$ cat config.mk
export PLATFORM = sky130hd
export DESIGN_NAME = hex2seg_dual
export DESIGN_NICKNAME = d
export VERILOG_FILES = /design/src/rtl/hex2seg_pkg.sv /design/src/rtl/hex2seg_dual_lut.sv /design/src/rtl/hex2seg_dual.sv
export SDC_FILE = /design/constraint.sdc
export NUM_CORES = 1
export LEC_CHECK = 0
export BUFFER_PORTS_ARGS = -buffer_cell sky130_fd_sc_hd__buf_2
export CORE_AREA = 2 2 39 41
export CTS_CLUSTER_DIAMETER = 60
export CTS_CLUSTER_SIZE = 25
export DETAILED_ROUTE_END_ITERATION = 16
export DIE_AREA = 0 0 41 43
export SLEW_MARGIN = 40
export SYNTH_ARGS = -nofsm -noshare
export SYNTH_HDL_FRONTEND = slang
export SYNTH_SLANG_ARGS = --single-unit
$ cat constraint.sdc
create_clock -name clk -period 1.08 [get_ports clk]
set_clock_uncertainty 0.05 [all_clocks]
set_input_delay 0.162 -clock clk [delete_from_list [all_inputs] [get_ports clk]]
set_output_delay 0.162 -clock clk [all_outputs]
set_load 0.01 [all_outputs]
$ cat src/rtl/hex2seg_pkg.sv
//==============================================================================
// Module      : hex2seg_pkg
// Description : Shared types, glyph table and polarity helper for the hex to
//               7-segment decoder.
// Revision    : 1.0 - initial release
//==============================================================================
`default_nettype none

package hex2seg_pkg;

    // Segment vector, bit order {a,b,c,d,e,f,g} (bit6 = a, bit0 = g)
    typedef logic [6:0] seg7_t;

    localparam seg7_t SEG_BLANK_AL = 7'h7F;

    // Glyphs stored active-low: a 0 bit lights the segment
    localparam seg7_t SEG_GLYPH_AL [16] = '{
        7'b0000001,  // 0
        7'b1001111,  // 1
        7'b0010010,  // 2
        7'b0000110,  // 3
        7'b1001100,  // 4
        7'b0100100,  // 5
        7'b0100000,  // 6
        7'b0001111,  // 7
        7'b0000000,  // 8
        7'b0000100,  // 9
        7'b0001000,  // A
        7'b1100000,  // b
        7'b0110001,  // C
        7'b1000010,  // d
        7'b0110000,  // E
        7'b0111000   // F
    };

    // Convert an active-low glyph to the requested pad polarity
    function automatic seg7_t to_polarity(input seg7_t seg_al, input bit active_low);
        return active_low ? seg_al : ~seg_al;
    endfunction

endpackage : hex2seg_pkg

`default_nettype wire

$ cat src/rtl/hex2seg_dual_lut.sv
//==============================================================================
// Module      : hex7seg_lut
// Description : Combinational nibble to active-low 7-segment glyph lookup.
// Revision    : 1.0 - initial release
//==============================================================================
`default_nettype none

module hex7seg_lut
    import hex2seg_pkg::*;
(
    input  logic [3:0] i_hex,
    output logic [6:0] o_seg_al
);

    seg7_t w_seg_al;

    always_comb begin
        w_seg_al = SEG_BLANK_AL;
        case (i_hex)
            4'h0:    w_seg_al = SEG_GLYPH_AL[0];
            4'h1:    w_seg_al = SEG_GLYPH_AL[1];
            4'h2:    w_seg_al = SEG_GLYPH_AL[2];
            4'h3:    w_seg_al = SEG_GLYPH_AL[3];
            4'h4:    w_seg_al = SEG_GLYPH_AL[4];
            4'h5:    w_seg_al = SEG_GLYPH_AL[5];
            4'h6:    w_seg_al = SEG_GLYPH_AL[6];
            4'h7:    w_seg_al = SEG_GLYPH_AL[7];
            4'h8:    w_seg_al = SEG_GLYPH_AL[8];
            4'h9:    w_seg_al = SEG_GLYPH_AL[9];
            4'hA:    w_seg_al = SEG_GLYPH_AL[10];
            4'hB:    w_seg_al = SEG_GLYPH_AL[11];
            4'hC:    w_seg_al = SEG_GLYPH_AL[12];
            4'hD:    w_seg_al = SEG_GLYPH_AL[13];
            4'hE:    w_seg_al = SEG_GLYPH_AL[14];
            4'hF:    w_seg_al = SEG_GLYPH_AL[15];
            // Unknown nibble (X/Z in simulation) shows a blank digit
            default: w_seg_al = SEG_BLANK_AL;
        endcase
    end

    assign o_seg_al = w_seg_al;

endmodule : hex7seg_lut

`default_nettype wire

$ cat src/rtl/hex2seg_dual.sv
//==============================================================================
// Module      : hex2seg_dual
// Description : Registered hex to 7-segment decoder driving two identical digits.
// Revision    : 1.0 - initial release
//==============================================================================
`default_nettype none

module hex2seg_dual
    import hex2seg_pkg::*;
#(
    parameter bit SEG_ACTIVE_LOW = 1'b1
)(
    input  logic       clk,
    input  logic       rst_n,
    input  logic [3:0] hex,
    output logic [6:0] seg_a,
    output logic [6:0] seg_b
);

    localparam seg7_t c_blank = to_polarity(SEG_BLANK_AL, SEG_ACTIVE_LOW);

    seg7_t w_glyph_al;
    seg7_t w_glyph;
    seg7_t r_seg_a;
    seg7_t r_seg_b;

    hex7seg_lut u_lut (
        .i_hex    (hex),
        .o_seg_al (w_glyph_al)
    );

    assign w_glyph = to_polarity(w_glyph_al, SEG_ACTIVE_LOW);

    // Separate registers per digit so each pad driver gets its own flop
    always_ff @(posedge clk or negedge rst_n) begin
        if (!rst_n) begin
            r_seg_a <= c_blank;
            r_seg_b <= c_blank;
        end else begin
            r_seg_a <= w_glyph;
            r_seg_b <= w_glyph;
        end
    end

    assign seg_a = r_seg_a;
    assign seg_b = r_seg_b;

endmodule : hex2seg_dual

`default_nettype wire

==> results.sh, run 1 <==
export IMPL_finalSetupTns_ns=-0.149
export IMPL_cap_violations=0
export IMPL_status="complete, but fails checks"
export IMPL_nNetsFinal=86
export IMPL_slowest_delay_ns=0.54
export IMPL_synth_area_sq_um=505
export IMPL_violations="setup timing"
export IMPL_p_leak_uw=0.000366
export IMPL_grt_pass1_wl_microns=1240
export IMPL_antenna_cells=0
export IMPL_htree_num_levels=1
export IMPL_grt_setup_unrepaired="true"
export IMPL_dieArea_sq_um=1760
export IMPL_design_area_sq_um=702
export IMPL_slew_headroom=0.872
export IMPL_fin_crit_sh=1.01
export IMPL_timing_hold_ws_ns=0.163
export IMPL_grt_ovfl_total=0
export IMPL_seqPwrFrac=0.414
export IMPL_grt_antenna_before_repair=0
export IMPL_comb_power_share=0.292
export IMPL_drv_slew=0
export IMPL_fin_util=0.507
export IMPL_dr_pass1_iters=4
export IMPL_cpMaxStageDelayCell="dfstp_2"
export IMPL_syn_area_per_cell_sq_um=10.8
export IMPL_wl_microns=767
export IMPL_grt_max_degree=12
export IMPL_synth_cell_types=15
export IMPL_timing_worst_slew_pin_value_ns=0.192
export IMPL_clockBufferDepth=2
export IMPL_syn_inst=47
export IMPL_worstPathCellList="buf_6"
export IMPL_crit_path_max_fanout=2
export IMPL_clockPowerShare=0.294
export IMPL_die_w_microns=41
export IMPL_worst_path_stages=1
export IMPL_start_util=0.365
export IMPL_postRouteAntennaNets=0
export IMPL_post_cts_buffers=0
export IMPL_cts_tree="built"
export IMPL_setup_ws_ns=-0.0145
export IMPL_ys_seq_area_frac=0.364
export IMPL_largest_reg_flops=7
export IMPL_setup_viol=14
export IMPL_p_int_uw=568
export IMPL_timing_fmax_mhz=914
export IMPL_synth_seq_cells=7
export IMPL_peakVddDrop_mv=0.375
export IMPL_clockRootBuffer="clkbuf_4"
export IMPL_synthesis_nets=60
export IMPL_rows=14
export IMPL_yosys_warnings=0
export IMPL_first_global_vias=313
export IMPL_power_total_uw=767
export IMPL_wl_per_cell_microns=8.72
export IMPL_drc=0
export IMPL_drtIter0Drc=2
export IMPL_hold_class="input pin to register"
export IMPL_grt_usage=0.104
export IMPL_dr_total_vias=385
export IMPL_critPathBufInv=1
export IMPL_p_switching_uw=199
export IMPL_p_per_area_nw_per_um2=1090
export IMPL_clock_sinks=7
export IMPL_worst_ep_required_time_ns=0.87
export IMPL_drive_gt1_frac=0.583
export IMPL_crit_type="register to primary output"
export IMPL_min_delay_path_depth=2
export IMPL_fp_dieH_microns=43
export IMPL_finalHoldViolCount=0
export IMPL_cts_buffers=3
export IMPL_ios=20
export IMPL_avgViaCountPerCell=4.38
export IMPL_start_kind="register"
export IMPL_dpl_cell_area_sq_um=628
export IMPL_core_area_sq_um=1380
export IMPL_crit_family="flip-flops"
export IMPL_clk_pin_slew_ns=0.05
export IMPL_syn2layout_area_growth_pct=38.9
export IMPL_gp_congestion=0.802
export IMPL_io_buffers=19
export IMPL_arrival_ns=0.88
export IMPL_min_period_ns=1.09
export IMPL_sw_frac_of_total=0.259
export IMPL_endpoint_kind="primary output"
Yosys cell counts, drive strengths merged:
cell type | number | area share
buf | 8 | 0.13
dfstp | 7 | 0.36
ha | 7 | 0.17
mux2i | 6 | 0.12
nor2 | 5 | 0.037
inv | 3 | 0.022
a21oi | 2 | 0.020
nand2b | 2 | 0.025
o21ai | 2 | 0.020
a32o | 1 | 0.020
clkbuf | 1 | 0.0074
mux4 | 1 | 0.045
nand2 | 1 | 0.0074
o211ai | 1 | 0.015
layer usage:
metal | up-vias | track usage | part of all wire
li1 | 198 | - | -
met1 | 165 | 0.122 | 0.40
met2 | 20 | 0.159 | 0.49
met3 | 2 | 0.0157 | 0.087
met4 | 0 | 0.0800 | 0.020
met5 | - | 0 | 0
cell type report:
type                    instances  area [sq um]
clock buffers                   4          26.3
fillers                       130           682
well taps                      16          20.0
inverters                       3          11.3
flip-flops and latches          7           184
repair buffers                 30           218
multi-input cells              28           243
worst paths after layout:
path                           from       end  slack, ns
max                        seg_b[6]  seg_a[6]      -0.01
min                          hex[2]  seg_b[0]       0.16
max in group asynchronous     rst_n  seg_b[3]       0.53
min in group asynchronous     rst_n  seg_b[5]       0.43
power groups by stage:
stage,sequential (uW),clock (uW),combinational (uW)
floorplan,332,0,118
global placement,315,0,202
detailed placement,316,0,203
CTS,313,237,206
global route,322,249,252
finish,317,226,224
stage by stage:
step / setup WS (ns) / std cells
after detailed placement: -0.180 / 83
final: -0.0145 / 88
after floorplan: 0.0170 / 47
after CTS: -0.0293 / 88
after global placement: -0.144 / 83
after global routing: -0.0532 / 88
cells in the final DEF, fill, tap and decap left out, drive strengths merged, types with 2 or more instances in the layout:
master | Yosys | layout
nand2b | 2 | 2
mux2i | 6 | 6
nor2 | 5 | 5
ha | 7 | 7
buf | 8 | 29
a21oi | 2 | 2
dfstp | 7 | 7
clkbuf | 1 | 4
inv | 3 | 3
o21ai | 2 | 2
cells by family (layout without fill, tap and decap cells):
group | count (synthesis) | count (layout) | synth area share
compound gates | 6 | 6 | 0.0743
buf+inv | 12 | 37 | 0.156
simple gates | 8 | 8 | 0.0693
mux | 7 | 7 | 0.163
fa+ha+maj | 7 | 7 | 0.173
flops | 7 | 7 | 0.364
repair_timing:
action | CTS | global route
setup endpoints to repair | 14 | 14
hold buffers | 1 | 0
gates resized for setup | 0 | 6
gates cloned | 0 | 0
endpoints found under the hold margin | 7 | 0
(Power assumes the default switching activity.)
==> inputs of run 2 (changes only) <==
Settings changed: PLACE_DENSITY set to 0.67, SKIP_LAST_GASP set to 1.
Clock period 1.08 ns to 0.9 ns, I/O delays scaled along.
==> results.sh, run 2 (synthesis gave the netlist of run 1 again) <==
export IMPL_start_util=0.365
export IMPL_rows=14
export IMPL_timing_fmax_mhz=923
export IMPL_peakVddDrop_mv=0.490
export IMPL_fillers=126
export IMPL_die_w_microns=41
export IMPL_mostFrequentLayoutCell="buf_4"
export IMPL_dp_cells=83
export IMPL_min_delay_path_depth=2
export IMPL_finalHoldViolCount=0
export IMPL_wl_per_cell_microns=9.78
export IMPL_dr_total_vias=397
export IMPL_cp_endpoint="seg_a[3]"
export IMPL_cts_buffers=3
export IMPL_setup_viol=14
export IMPL_wl_microns=861
export IMPL_dp_slack_ns=-0.371
export IMPL_drc=0
export IMPL_drv_slew=0
export IMPL_post_cts_buffers=0
export IMPL_dieArea_sq_um=1760
export IMPL_grt_max_degree=12
export IMPL_io_buffers=19
export IMPL_ios=20
export IMPL_crit_type="register to primary output"
export IMPL_min_period_ns=1.08
export IMPL_p_per_area_nw_per_um2=1260
export IMPL_grt_setup_unrepaired="true"
export IMPL_grt_usage=0.120
export IMPL_fin_util=0.557
export IMPL_crit_path_max_fanout=2
export IMPL_nNetsFinal=86
export IMPL_critPathBufInv=1
export IMPL_status="complete, but fails checks"
export IMPL_avgViaCountPerCell=4.51
export IMPL_postRouteAntennaNets=0
export IMPL_hold_class="input pin to register"
export IMPL_arrival_ns=0.90
export IMPL_timing_hold_ws_ns=0.138
export IMPL_slew_headroom=0.872
export IMPL_power_total_uw=969
export IMPL_clock_sinks=7
export IMPL_worst_ep_required_time_ns=0.71
export IMPL_drive_gt1_frac=0.625
export IMPL_grt_antenna_before_repair=0
export IMPL_endpoint_kind="primary output"
export IMPL_syn2layout_area_growth_pct=52.5
export IMPL_first_global_vias=342
export IMPL_clk_pin_slew_ns=0.05
export IMPL_grt_pass1_wl_microns=1410
export IMPL_min_from="hex[2]"
export IMPL_cpMaxStageDelayCell="dfstp_2"
export IMPL_core_area_sq_um=1380
export IMPL_setup_ws_ns=-0.183
export IMPL_clockRootBuffer="clkbuf_4"
export IMPL_crit_path_start="seg_b[3]"
export IMPL_violations="setup timing"
export IMPL_gp_congestion=0.792
export IMPL_cts_tree="built"
export IMPL_fin_crit_sh=1.20
export IMPL_largest_reg_flops=7
export IMPL_start_kind="register"
export IMPL_slowest_delay_ns=0.55
export IMPL_antenna_cells=0
export IMPL_worstPathCellList="buf_6"
export IMPL_worst_path_stages=1
export IMPL_fp_dieH_microns=43
export IMPL_crit_family="flip-flops"
export IMPL_timing_worst_slew_pin_value_ns=0.192
export IMPL_final_cell_mix="buf_4 (10), buf_6 (9), buf_2 (9)"
export IMPL_htree_num_levels=1
export IMPL_clockBufferDepth=2
export IMPL_fin_cells=88
export IMPL_p_leak_uw=0.000380
export IMPL_cap_violations=0
export IMPL_dp_hpwl_microns=755
export IMPL_grt_ovfl_total=0
export IMPL_dr_pass1_iters=2
export IMPL_drtIter0Drc=5
-- run 2: cell counts in the layout (fill, tap and decap cells not counted) --
Identical to the previous run, type by type.
-- run 2: worst min path at each step --
stage / endpoint / slack [ns]
finish: seg_b[1] / 0.14
global route: seg_b[2] / 0.14
CTS: seg_b[1] / 0.13
detailed placement: seg_b[4] / 0.12
global placement: seg_b[4] / 0.12
floorplan: seg_b[0] / -0.06
-- run 2: stage by stage --
| stage | instance area, sq um | setup TNS, ns |
|---|---|---|
| 2_1_floorplan | 538 | -0.0929 |
| 3_3_place_gp | 661 | -1.23 |
| 3_5_place_dp | 661 | -1.34 |
| 4_1_cts | 728 | -2.49 |
| 5_1_grt | 771 | -2.86 |
| 6_report | 771 | -2.41 |
-- run 2: area by class of cell --
class / count / area [sq um] / share of cell area
clock buffers: 4 / 26.3 / 0.0341
inverters: 3 / 31.3 / 0.0406
multi-input cells: 28 / 258 / 0.334
flip-flops and latches: 7 / 184 / 0.239
well taps: 16 / 20.0 / 0.0260
repair buffers: 30 / 251 / 0.326
-- run 2: where the power goes --
| part | internal (uW) | leakage [uW] | switching, uW | total [uW] |
|---|---|---|---|---|
| sequential | 366 | 0.0000733 | 19.7 | 385 |
| combinational | 175 | 0.000292 | 132 | 307 |
| clock | 169 | 0.0000150 | 108 | 276 |
-- run 2: layer usage --
layer	global-route usage	wire (microns)
met5	0	0
met4	0.0800	20
met3	0.0157	64
met2	0.216	475
met1	0.115	300
-- run 2: repair_timing --
| item | 4_1_cts | 5_1_grt |
|---|---|---|
| endpoints found under the setup margin | 15 | 15 |
| cloned | 0 | 0 |
| hold buffers | 1 | 0 |
| endpoints found under the hold margin | 7 | 0 |
| resized for setup | 8 | 8 |
